$ cat src/rtl/alu_flag_pkg.sv
// rtl/alu_flag_pkg.sv - shared flag vector layout for the ALU status-flag unit
package alu_flag_pkg;

  localparam int FLAG_N = 5;

  localparam int FLAG_Z     = 0;
  localparam int FLAG_N_IDX = 1;
  localparam int FLAG_C     = 2;
  localparam int FLAG_V     = 3;
  localparam int FLAG_P     = 4;

  typedef logic [FLAG_N-1:0] flags_t;

endpackage

$ cat src/rtl/alu_flag_calc.sv
// rtl/alu_flag_calc.sv - combinational derivation of {P,V,C,N,Z} from an ALU result
module alu_flag_calc
  import alu_flag_pkg::*;
#(
  parameter int WIDTH = 16
) (
  input  logic [WIDTH-1:0] result,
  input  logic             carry_in,
  input  logic             overflow_in,
  output flags_t           flags
);

  always_comb begin
    flags              = '0;
    flags[FLAG_Z]      = (result == '0);
    flags[FLAG_N_IDX]  = result[WIDTH-1];
    flags[FLAG_C]      = carry_in;
    flags[FLAG_V]      = overflow_in;
    // odd parity reads as 1
    flags[FLAG_P]      = ^result;
  end

endmodule

$ cat src/rtl/alu_flag_unit.sv
// rtl/alu_flag_unit.sv - registered live/sticky flags, masked sticky-set irq pulse,
// and a saturating zero-result counter
module alu_flag_unit
  import alu_flag_pkg::*;
#(
  parameter int WIDTH = 16,
  parameter int CNT_W = 8
) (
  input  logic              clk,
  input  logic              rst,
  input  logic              in_valid,
  input  logic [WIDTH-1:0]  result,
  input  logic              carry_in,
  input  logic              overflow_in,
  input  flags_t            sticky_clr,
  input  flags_t            irq_mask,
  input  logic              cnt_clr,
  output logic              out_valid,
  output flags_t            flags,
  output flags_t            sticky,
  output logic              irq,
  output logic [CNT_W-1:0]  zero_cnt
);

  flags_t             new_flags;
  flags_t             flags_d, flags_q;
  flags_t             sticky_d, sticky_q;
  logic               irq_d, irq_q;
  logic               valid_q;
  logic [CNT_W-1:0]   cnt_d, cnt_q;
  logic               zero_hit;

  alu_flag_calc #(.WIDTH(WIDTH)) u_calc (
    .result      (result),
    .carry_in    (carry_in),
    .overflow_in (overflow_in),
    .flags       (new_flags)
  );

  assign zero_hit = in_valid & new_flags[FLAG_Z];

  always_comb begin
    flags_d  = in_valid ? new_flags : flags_q;
    // a set in the same cycle as a clear wins
    sticky_d = (sticky_q & ~sticky_clr) | ({FLAG_N{in_valid}} & new_flags);
    irq_d    = |(irq_mask & ~sticky_q & sticky_d);

    cnt_d = cnt_q;
    if (cnt_clr) begin
      cnt_d = zero_hit ? CNT_W'(1) : '0;
    end else if (zero_hit && (cnt_q != {CNT_W{1'b1}})) begin
      cnt_d = cnt_q + CNT_W'(1);
    end
  end

  always_ff @(posedge clk) begin
    if (rst) begin
      flags_q  <= '0;
      sticky_q <= '0;
      irq_q    <= 1'b0;
      valid_q  <= 1'b0;
      cnt_q    <= '0;
    end else begin
      flags_q  <= flags_d;
      sticky_q <= sticky_d;
      irq_q    <= irq_d;
      valid_q  <= in_valid;
      cnt_q    <= cnt_d;
    end
  end

  assign out_valid = valid_q;
  assign flags     = flags_q;
  assign sticky    = sticky_q;
  assign irq       = irq_q;
  assign zero_cnt  = cnt_q;

endmodule

$ cat config.mk
export PLATFORM = sky130hd
export DESIGN_NAME = alu_flag_unit
export DESIGN_NICKNAME = d
export VERILOG_FILES = /design/src/rtl/alu_flag_pkg.sv /design/src/rtl/alu_flag_calc.sv /design/src/rtl/alu_flag_unit.sv
export SDC_FILE = /design/constraint.sdc
export NUM_CORES = 1
export LEC_CHECK = 0
export ABC_AREA = 1
export ABC_CLOCK_PERIOD_IN_PS = 4100
export BUFFER_PORTS_ARGS = -buffer_cell sky130_fd_sc_hd__buf_2
export CORE_UTILIZATION = 51
export CTS_CLUSTER_DIAMETER = 40
export DETAILED_ROUTE_END_ITERATION = 6
export GPL_ROUTABILITY_DRIVEN = 0
export PLACE_DENSITY = 0.84
export SYNTH_ARGS = -nofsm -noshare
export SYNTH_HDL_FRONTEND = slang
export SYNTH_HIERARCHICAL = 1
export SYNTH_SLANG_ARGS = --single-unit
$ cat constraint.sdc
create_clock -name clk -period 4.1 [get_ports clk]
set_input_delay 0.41 -clock clk [delete_from_list [all_inputs] [get_ports clk]]
set_output_delay 0.41 -clock clk [all_outputs]
set_load 0.005 [all_outputs]
# Word-level counts from Yosys, hierarchy flattened
# Index checks and enable logic that the tools add are counted.
# totals
in_bits,32
register_bits,20
# op_classes
n_addsub,1
n_mux,3
reduce_logical,5
n_bitwise,8
n_eq_ne,1
# ops
op,count
5-bit bitwise AND,4
16-bit zero test,1
8-bit 2-to-1 mux,2
16-bit parity,1
5-bit NOT,2
"8-bit by 1-bit adder with 8-bit output, second input constant",1
"8-bit inequality test, second input constant",1
5-bit bitwise OR,1
5-bit OR reduction,1
2-bit nonzero test,1
1-bit bitwise AND,1
1-bit logical AND,1
1-bit 2-to-1 mux,1

# Logic depth before layout (Yosys ltp)
# Gate-level depths: netlist (run 1).
# logic_depth
word_depth,5
depth_mapped,15
depth_no_buf,15

# Cells and area by module
# The synthesis (run 1) kept the hierarchy.
# by_module_without_submodules
mod,seq_area_each_um2,instances,cells_each,area_each_um2
alu_flag_unit,400.4,1,132,910.9
alu_flag_calc,0.0,1,75,375.4

# Worst setup path before layout (run 1)
# OpenSTA, ideal clock, no wires.
# synth_path
path_kind,input port to flip-flop
from,input result[6]
to,register irq_q (netlist: irq)
setup_ps,128
path_stages,14
required_time_ps,3972
arrival_time_ps,1466
path_slack_ps,2507
path_cell_list,inv_1 -> ha_1 -> nor2_1 -> nor2_2 -> nand2_1 -> nand2_1 -> nand2_1 -> nand2_1 -> nand2_1 -> inv_1 -> nand3_1 -> nand2_1 -> nor3_1 -> nor2_1
# synth_between
elab_chain_cells,5
word_cells_on_any_way,6
classes_between,bitwise: 3; reduce/logical: 3
# synth_rtl
element,line,source
"start, declared",alu_flag_unit.sv:12,"input logic [WIDTH-1:0] result,"
16-bit parity,alu_flag_calc.sv:20,flags[FLAG_P] = ^result;
named net new_flags[4],alu_flag_unit.sv:25,flags_t new_flags;
5-bit bitwise AND,alu_flag_unit.sv:45,sticky_d = (sticky_q & ~sticky_clr) | ({FLAG_N{in_valid}} & new_flags);
5-bit bitwise OR,alu_flag_unit.sv:45,
5-bit bitwise AND,alu_flag_unit.sv:46,irq_d = |(irq_mask & ~sticky_q & sticky_d);
5-bit OR reduction,alu_flag_unit.sv:46,
"end signal, assigned",alu_flag_unit.sv:66,irq_q <= irq_d;
"end, declared",alu_flag_unit.sv:28,"logic irq_d, irq_q;"
# The timed path passes the listed nets, and every way through them passes these cells.
# A chain may end at the register's enable or synchronous reset.

# Worst setup path in the final report (run 1)
# layout_path
from,input result[15]
to,register irq_q (netlist: irq)
# The elaborated chain is that of the path after synthesis.

==> results of run 1 <==
## metrics by stage
step                      power [mW]  setup slack [ns]    util
final                         0.4192             2.597  0.6906
after global routing          0.4437             2.472  0.6906
after CTS                     0.4221             2.587  0.6906
after detailed placement      0.3102             2.276  0.6748
after global placement        0.3073             2.355  0.6748
after floorplan               0.2770             2.507       -
## state kept, by name, indices dropped and copies added, names as in the netlist
name and cells:
zero_cnt 8, flags 5, sticky 5, irq 1
out_valid 1
## final cells by class
type	count	area share
tap	28	0.02208
clock buffer	4	0.02287
inverter	45	0.1073
multi-input combinational	138	0.4345
timing repair buffer	51	0.1609
sequential	20	0.2524
## critical path, stage by stage
cell	delay (ns)
buf_2	0.10
inv_1	0.04
ha_1	0.30
inv_1	0.06
nand2_1	0.06
nand2_1	0.07
nand2_1	0.06
nand2_1	0.06
nand2_1	0.06
nand2_1	0.05
nand2_1	0.07
inv_1	0.05
nand3_1	0.06
nand2_1	0.05
nor3_1	0.14
nor2_1	0.05
## power groups by stage
stage / clock [mW] / combinational (mW) / sequential, mW
after floorplan: 0 / 0.0654 / 0.212
after global placement: 0 / 0.0968 / 0.211
after detailed placement: 0 / 0.0994 / 0.211
after CTS: 0.116 / 0.100 / 0.206
after global routing: 0.123 / 0.114 / 0.207
final: 0.114 / 0.0990 / 0.206
## layout by cell type, fill, tap and decap left out, types with 2 or more instances in the layout
master and n:
nor3_1 2, clkbuf_4 3, buf_2 51, nor2_1 22, nand3_1 12, nand4_1 2, nand2_1 65, inv_1 44
nand2_2 3, a21oi_1 12, ha_1 9, o21ai_0 4, nand2_4 2, dfxtp_1 20
## logic make-up after synthesis
kind of cell    Yosys count
compound gates           16
xor+xnor                  1
fa+ha+maj                 9
buf+inv                  49
flops                    20
simple gates            112
## worst min-delay path by stage
stage	startpoint	to	slack, ns
3_3_place_gp	flags[1]	flags[1]	0.45
3_5_place_dp	flags[3]	flags[3]	0.45
4_1_cts	sticky_clr[2]	sticky[2]	0.35
6_report	sticky_clr[2]	sticky[2]	0.35
5_1_grt	sticky_clr[2]	sticky[2]	0.37
2_1_floorplan	flags[0]	flags[0]	0.45
## per-layer routing
| layer | GRT usage | part of all wire |
|---|---|---|
| met1 | 0.2460 | 0.46 |
| met3 | 0.008696 | 0.034 |
| met5 | 0 | 0 |
| met2 | 0.3761 | 0.49 |
| met4 | 0.07895 | 0.015 |
==> metrics.md, run 1 <==
| Metric | Value |
|---|---|
| Status | complete, no violations |
| Pin count of the biggest net entering global routing | 15 |
| PwrDens | 264.3 mW/mm² |
| Top cell type by total area after synthesis | dfxtp_1 |
| Most frequent cell after synthesis | nand2_1 |
| Share of cells above drive strength 1 | 0.2481 |
| Core Area | 0.002297 mm² |
| Number of synthesized flops with an enable pin | 0 |
| Critical Path Sink Type | register |
| Critical Path AT | ~1.7 ns |
| Inserted Clock Buffers | 3 |
| RSZ-0062 raised after global routing | no |
| Synth cell types | 20 |
| Post-Syn Instances | just over 200 |
| RR Endpoint | zero_cnt[6] |
| Die width | 52.22 µm |
| Port bufs | 51 |
| Clk_skew | ~0.0056 ns |
| Post-CTS Setup Inserts | 0 |
| Register area | approximately 400 µm² |
| Pins over their slew limit | 0 |
| Row count | 17 |
| DR iter-0 viols | 23 |
| Die footprint | 0.002727 mm² |
| Initial antenna violation count | 0 |
| Multi-input gate area | approximately 700 µm² |
| Switching pwr | about 120 µW |
| Cell Area, Placed | between 0.0015 and 0.002 mm² |
| HP Class | input port to register |
| Clk sinks | 20 |
| Sequential area share after synthesis | 0.3113 |
| Area Growth Syn to Fin | 23.35% |
| Setup CP Type | input port to register |
| CTS clk-pin slew, worst paths | 0.11 ns |
| DRT Pass-1 Iters | 4 |
| Synth area leaders | dfxtp_1 (31%), nand2_1 (19%), inv_1 (13%), ha_1 (8.8%), nor2_1 (6.4%) |
| # H-tree levels | 1 |
| Fin crit period | between 1.5 and 2 ns |
| Post-Synthesis Cell Area | around 0.0013 mm² |
| CP Launch Point | result[15] |
| Post-DP HPWL | between 2000 and 2500 µm |
| Critical path endpoint | irq |
| Post-synthesis mux area share | 0 |
| Clock root buffer master | clkbuf_4 |
| Final Non-Filler Cells | approximately 290 |
| WHS | ~0.35 ns |
| First-pass GRT wire length | between 4000 and 5000 µm |
| Vias in the first global route | roughly 1100 |
| Worst-Skew Late Latency | approximately 0.30 ns |
| Final Instance Area | 0.001587 mm² |
| Switching share of power | 0.2840 |
| Yosys top cell area share | 0.3113 |
| Clk network pwr share | 0.272 |
| Cell depth of the worst flop-to-flop path | 10 |
| GR Util All Layers | 0.2039 |
| Fillers | between 200 and 250 |
| CP max FO | 3 |
| DRT antenna net count | 0 |
| Final hold viol count | 0 |
| RR Startpoint | zero_cnt[0] |
| Int Power | between 300 and 400 µW |
| Fraction of registers with async set/reset | 0 |
| Worst Max-Slew Pin Slew | between 0.3 and 0.4 ns |
| Setup violators final | 0 |
| Post-Synth Simple-Gate Area | 0.3794 |
| Primary FF master, synth | dfxtp_1 |
| Share of power burned in registers | 0.492 |
| Drt drc | 0 |
| CTS tree | done |
| CP Data Required Time | between 4 and 5 ns |
| Via density | roughly 4.6 |
| Syn_area_per_cell | slightly above 6 µm² |
| Nets@finish | 300 |
| Fmax | 0.6654 GHz |
| R2R Setup Slk | approximately 2.7 ns |
| Starting density of the core | 0.5599 |
| Post-synthesis adder-cell area fraction | 0.08755 |
| PostCTS Resize Cnt | 0 |
| CTS Hold Buffers Added | 0 |
| Grt ovf | 0 |
| Worst hold path depth | 4 |
| Die height | between 50 and 60 µm |
| WL/cell | 9.199 µm |
| Worst setup SP type | input port |
| VDD IR-drop max | 148.3 µV |
| Final Cycle Share | 0.3665 |
| I/O pin count | between 50 and 60 |
| Largest family of logic cells by synthesized area | simple AND/OR/NAND/NOR gates |
| DP Cell Count | 282 |
| Synth warn | 6 |
| ANT cells | 0 |
| Max Cap Viol | 0 |
| Vias post-DR | around 1300 |
| Comb power frac | 0.236 |
| Compound-cell area share of the yosys netlist | 0.06226 |
| WL final | about 2600 µm |
| Net Count, Synth | around 250 |
| Most instantiated cells after synthesis | nand2_1 (65), inv_1 (44), nor2_1 (22) |
| XOR/XNOR Fraction of Synth Area | 0.006809 |
| Setup_tns | 0 ns |
| Slew headroom | 0.7751 |
| CTS max path bufs | 2 |
| Synthesized flop and latch total | 20 |
| Leak | between 0.9 and 1 nW |
No activity file was read; power rests on OpenSTA's default activity.
==> run 2: changes to the inputs <==
Settings changed: ABC_CLOCK_PERIOD_IN_PS 4100 to 1200, CORE_UTILIZATION 51 to 43, PLACE_DENSITY 0.84 to 0.75.
Clock period 4.1 ns to 1.2 ns, I/O delays scaled along.
==> metrics.md, run 2 (synthesis gave the netlist of run 1 again) <==
| Metric | Value |
|---|---|
| Leak | 0.9976 nW (was 0.9496 nW) |
| Core Area | 0.002805 mm² (was 0.002297 mm²) |
| Switching share of power | 0.2864 (was 0.2840) |
| DRT antenna net count | 0 (unchanged) |
| Pins over their slew limit | 0 (unchanged) |
| Commonest non-fill, non-tap cell in the layout | nand2_1 (unchanged) |
| Inserted Clock Buffers | 3 (unchanged) |
| Worst-Skew Late Latency | 0.31 ns (was 0.30 ns) |
| Share of power burned in registers | 0.437 (was 0.492) |
| R2R Setup Slk | -0.03 ns (was 2.70 ns) |
| Grt ovf | 0 (unchanged) |
| Pin count of the biggest net entering global routing | 14 (was 15) |
| CP Launch Point | zero_cnt[0] (was result[15]) |
| Critical Path AT | 1.46 ns (was 1.70 ns) |
| Clk_skew | 0.007264 ns (was 0.005597 ns) |
| Fin crit period | roughly 1.2 ns |
| Pre-CTS WS | -0.2902 ns (was 2.276 ns) |
| Die footprint | 0.003214 mm² (was 0.002727 mm²) |
| I/O pin count | 52 (unchanged) |
| Final Cycle Share | 1.028 |
| RR Endpoint | zero_cnt[0] (was zero_cnt[6]) |
| Port bufs | 51 (unchanged) |
| Final Instance Area | 0.001869 mm² (was 0.001587 mm²) |
| Drt drc | 10 (was 0) |
| Area Growth Syn to Fin | 45.33% (was 23.35%) |
| CTS clk-pin slew, worst paths | 0.12 ns (was 0.11 ns) |
| Comb power frac | 0.265 (was 0.236) |
| CP max FO | 6 (was 3) |
| Max reg flops | 8 (unchanged) |
| Final Non-Filler Cells | 301 (was 286) |
| Vias in the first global route | 1318 (was 1104) |
| # H-tree levels | 1 (unchanged) |
| CTS tree | done (unchanged) |
| Slew headroom | 0.7352 (was 0.7751) |
| RSZ-0062 raised after global routing | yes (was no) |
| Final hold viol count | 0 (unchanged) |
| Switching pwr | 459.8 µW (was 119.1 µW) |
| Status | finished, violations left (was complete, no violations) |
| PwrDens | 858.7 mW/mm² (was 264.3 mW/mm²) |
| Worst setup SP type | register (was input port) |
| Most frequent cells in the layout | nand2_1 (63), buf_2 (49), inv_1 (20), inv_2 (20), nor2_1 (19) (was nand2_1 (65), buf_2 (51), inv_1 (44)) |
| VDD IR-drop max | 440.7 µV (was 148.3 µV) |
| Vias post-DR | 1387 (was 1312) |
| Starting density of the core | 0.4585 (was 0.5599) |
| Critical path endpoint | zero_cnt[0] (was irq) |
| Via density | 4.608 (was 4.587) |
| Initial antenna violation count | 0 (unchanged) |
| Post-DP HPWL | 2301 µm (was 2188 µm) |
| CP Data Required Time | 1.42 ns (was 4.29 ns) |
| Cell depth of the worst flop-to-flop path | 9 (was 10) |
| ANT cells | 0 (unchanged) |
| HP Class | input port to register (unchanged) |
| Clk network pwr share | 0.298 (was 0.272) |
| WL/cell | 9.445 µm (was 9.199 µm) |
| Cell Area, Placed | 0.001767 mm² (was 0.001550 mm²) |
| WL final | 2843 µm (was 2631 µm) |
| Nets@finish | 312 (was 300) |
| DP Cell Count | 294 (was 282) |
| Fmax | 0.8109 GHz |
| GR Util All Layers | 0.1978 (was 0.2039) |
| Max Cap Viol | 0 (unchanged) |
| Die height | 56.69 µm (was 52.22 µm) |
| Setup violators final | 2 (was 0) |
| Row count | 19 (was 17) |
| DRT Pass-1 Iters | 7 (was 4) |
| Failing checks | design-rule violations, negative setup slack |
| Setup CP Type | register to register (was input port to register) |
| Critical Path Sink Type | register (unchanged) |
| Worst Max-Slew Pin Slew | 0.3958 ns (was 0.3360 ns) |
| RR Startpoint | zero_cnt[0] (unchanged) |
| First-pass GRT wire length | 5085 µm (was 4215 µm) |
| Int Power | 1.145 mW (was 300.2 µW) |
| Share of cells above drive strength 1 | 0.4444 (was 0.2481) |
| Die width | 56.69 µm (was 52.22 µm) |
| Clock root buffer master | clkbuf_4 (unchanged) |
| CTS Hold Buffers Added | 0 (unchanged) |
| Setup ws final | -0.03313 ns (was 2.597 ns) |
| DR iter-0 viols | 53 (was 23) |
| Clk sinks | 20 (unchanged) |
| CTS max path bufs | 2 (unchanged) |
run 2: cell types whose count changed in the layout (fill, tap and decap cells not counted), moves of 3 or more:
| cell | before | now |
|---|---|---|
| inv_2 | 0 | 20 |
| ha_4 | 0 | 9 |
| buf_4 | 0 | 13 |
| inv_1 | 44 | 20 |
| nor2_1 | 22 | 19 |
| nor2_2 | 1 | 4 |
| ha_1 | 9 | 0 |
run 2: power by group through the flow:
stage	clock network, mW	logic (mW)	registers (mW)
floorplan	0	0.276	0.721
global placement	0	0.404	0.716
detailed placement	0	0.416	0.716
CTS	0.482	0.417	0.701
global route	0.499	0.486	0.705
finish	0.479	0.425	0.702
run 2: how the worst min path moves through the flow:
stage	startpoint	to	slack [ns]	cells past startpoint
after floorplan	rst	flags[0]	0.19	1
after global placement	sticky_clr[2]	sticky[2]	0.37	4
after detailed placement	sticky_clr[2]	sticky[2]	0.38	4
after CTS	sticky_clr[2]	sticky[2]	0.05	4
after global routing	sticky_clr[2]	sticky[2]	0.06	4
final	sticky_clr[2]	sticky[2]	0.05	4
run 2: through the flow:
stage                     setup TNS [ns]  total power [mW]  hold WS [ns]  utilization
after floorplan                 -0.06686            0.9966        0.1891            -
after global placement           -0.5304             1.121        0.3732       0.6298
after detailed placement         -0.6452             1.132        0.3767       0.6298
after CTS                              0             1.601       0.04664       0.6494
after global routing             -0.5287             1.689       0.06041       0.6664
final                           -0.04244             1.605       0.04822       0.6664
run 2: worst max-delay path: stages, from the launching register on:
cell,delay (ns)
dfxtp_4,0.37
ha_4,0.15
nand2_2,0.07
nor2_2,0.04
nand2_2,0.09
nand2_4,0.09
buf_4,0.14
buf_6,0.10
nand3_2,0.04
nand2_1,0.04
run 2: per-layer routing:
metal | vias to the layer above | share of wire | global-route usage
met1 | 597 | 0.44 | 0.2310
met2 | 36 | 0.50 | 0.3605
met3 | 7 | 0.040 | 0.01843
li1 | 747 | - | -
met4 | 0 | 0.025 | 0.08929
met5 | - | 0 | 0
run 2: repair_timing:
action                                  4_1_cts  5_1_grt
setup buffers                                 1        2
endpoints found under the hold margin         0        0
endpoints found under the setup margin        1        9
pin swaps                                     4        4
gates resized for setup                       0       10
run 2: layout make-up:
class                   count  area [µm²]
clock buffers               4       47.55
fillers                   265       935.9
multi-input cells         138       835.8
flip-flops and latches     20       405.4
inverters                  45       187.7
well taps                  31       38.79
repair buffers             63       354.1
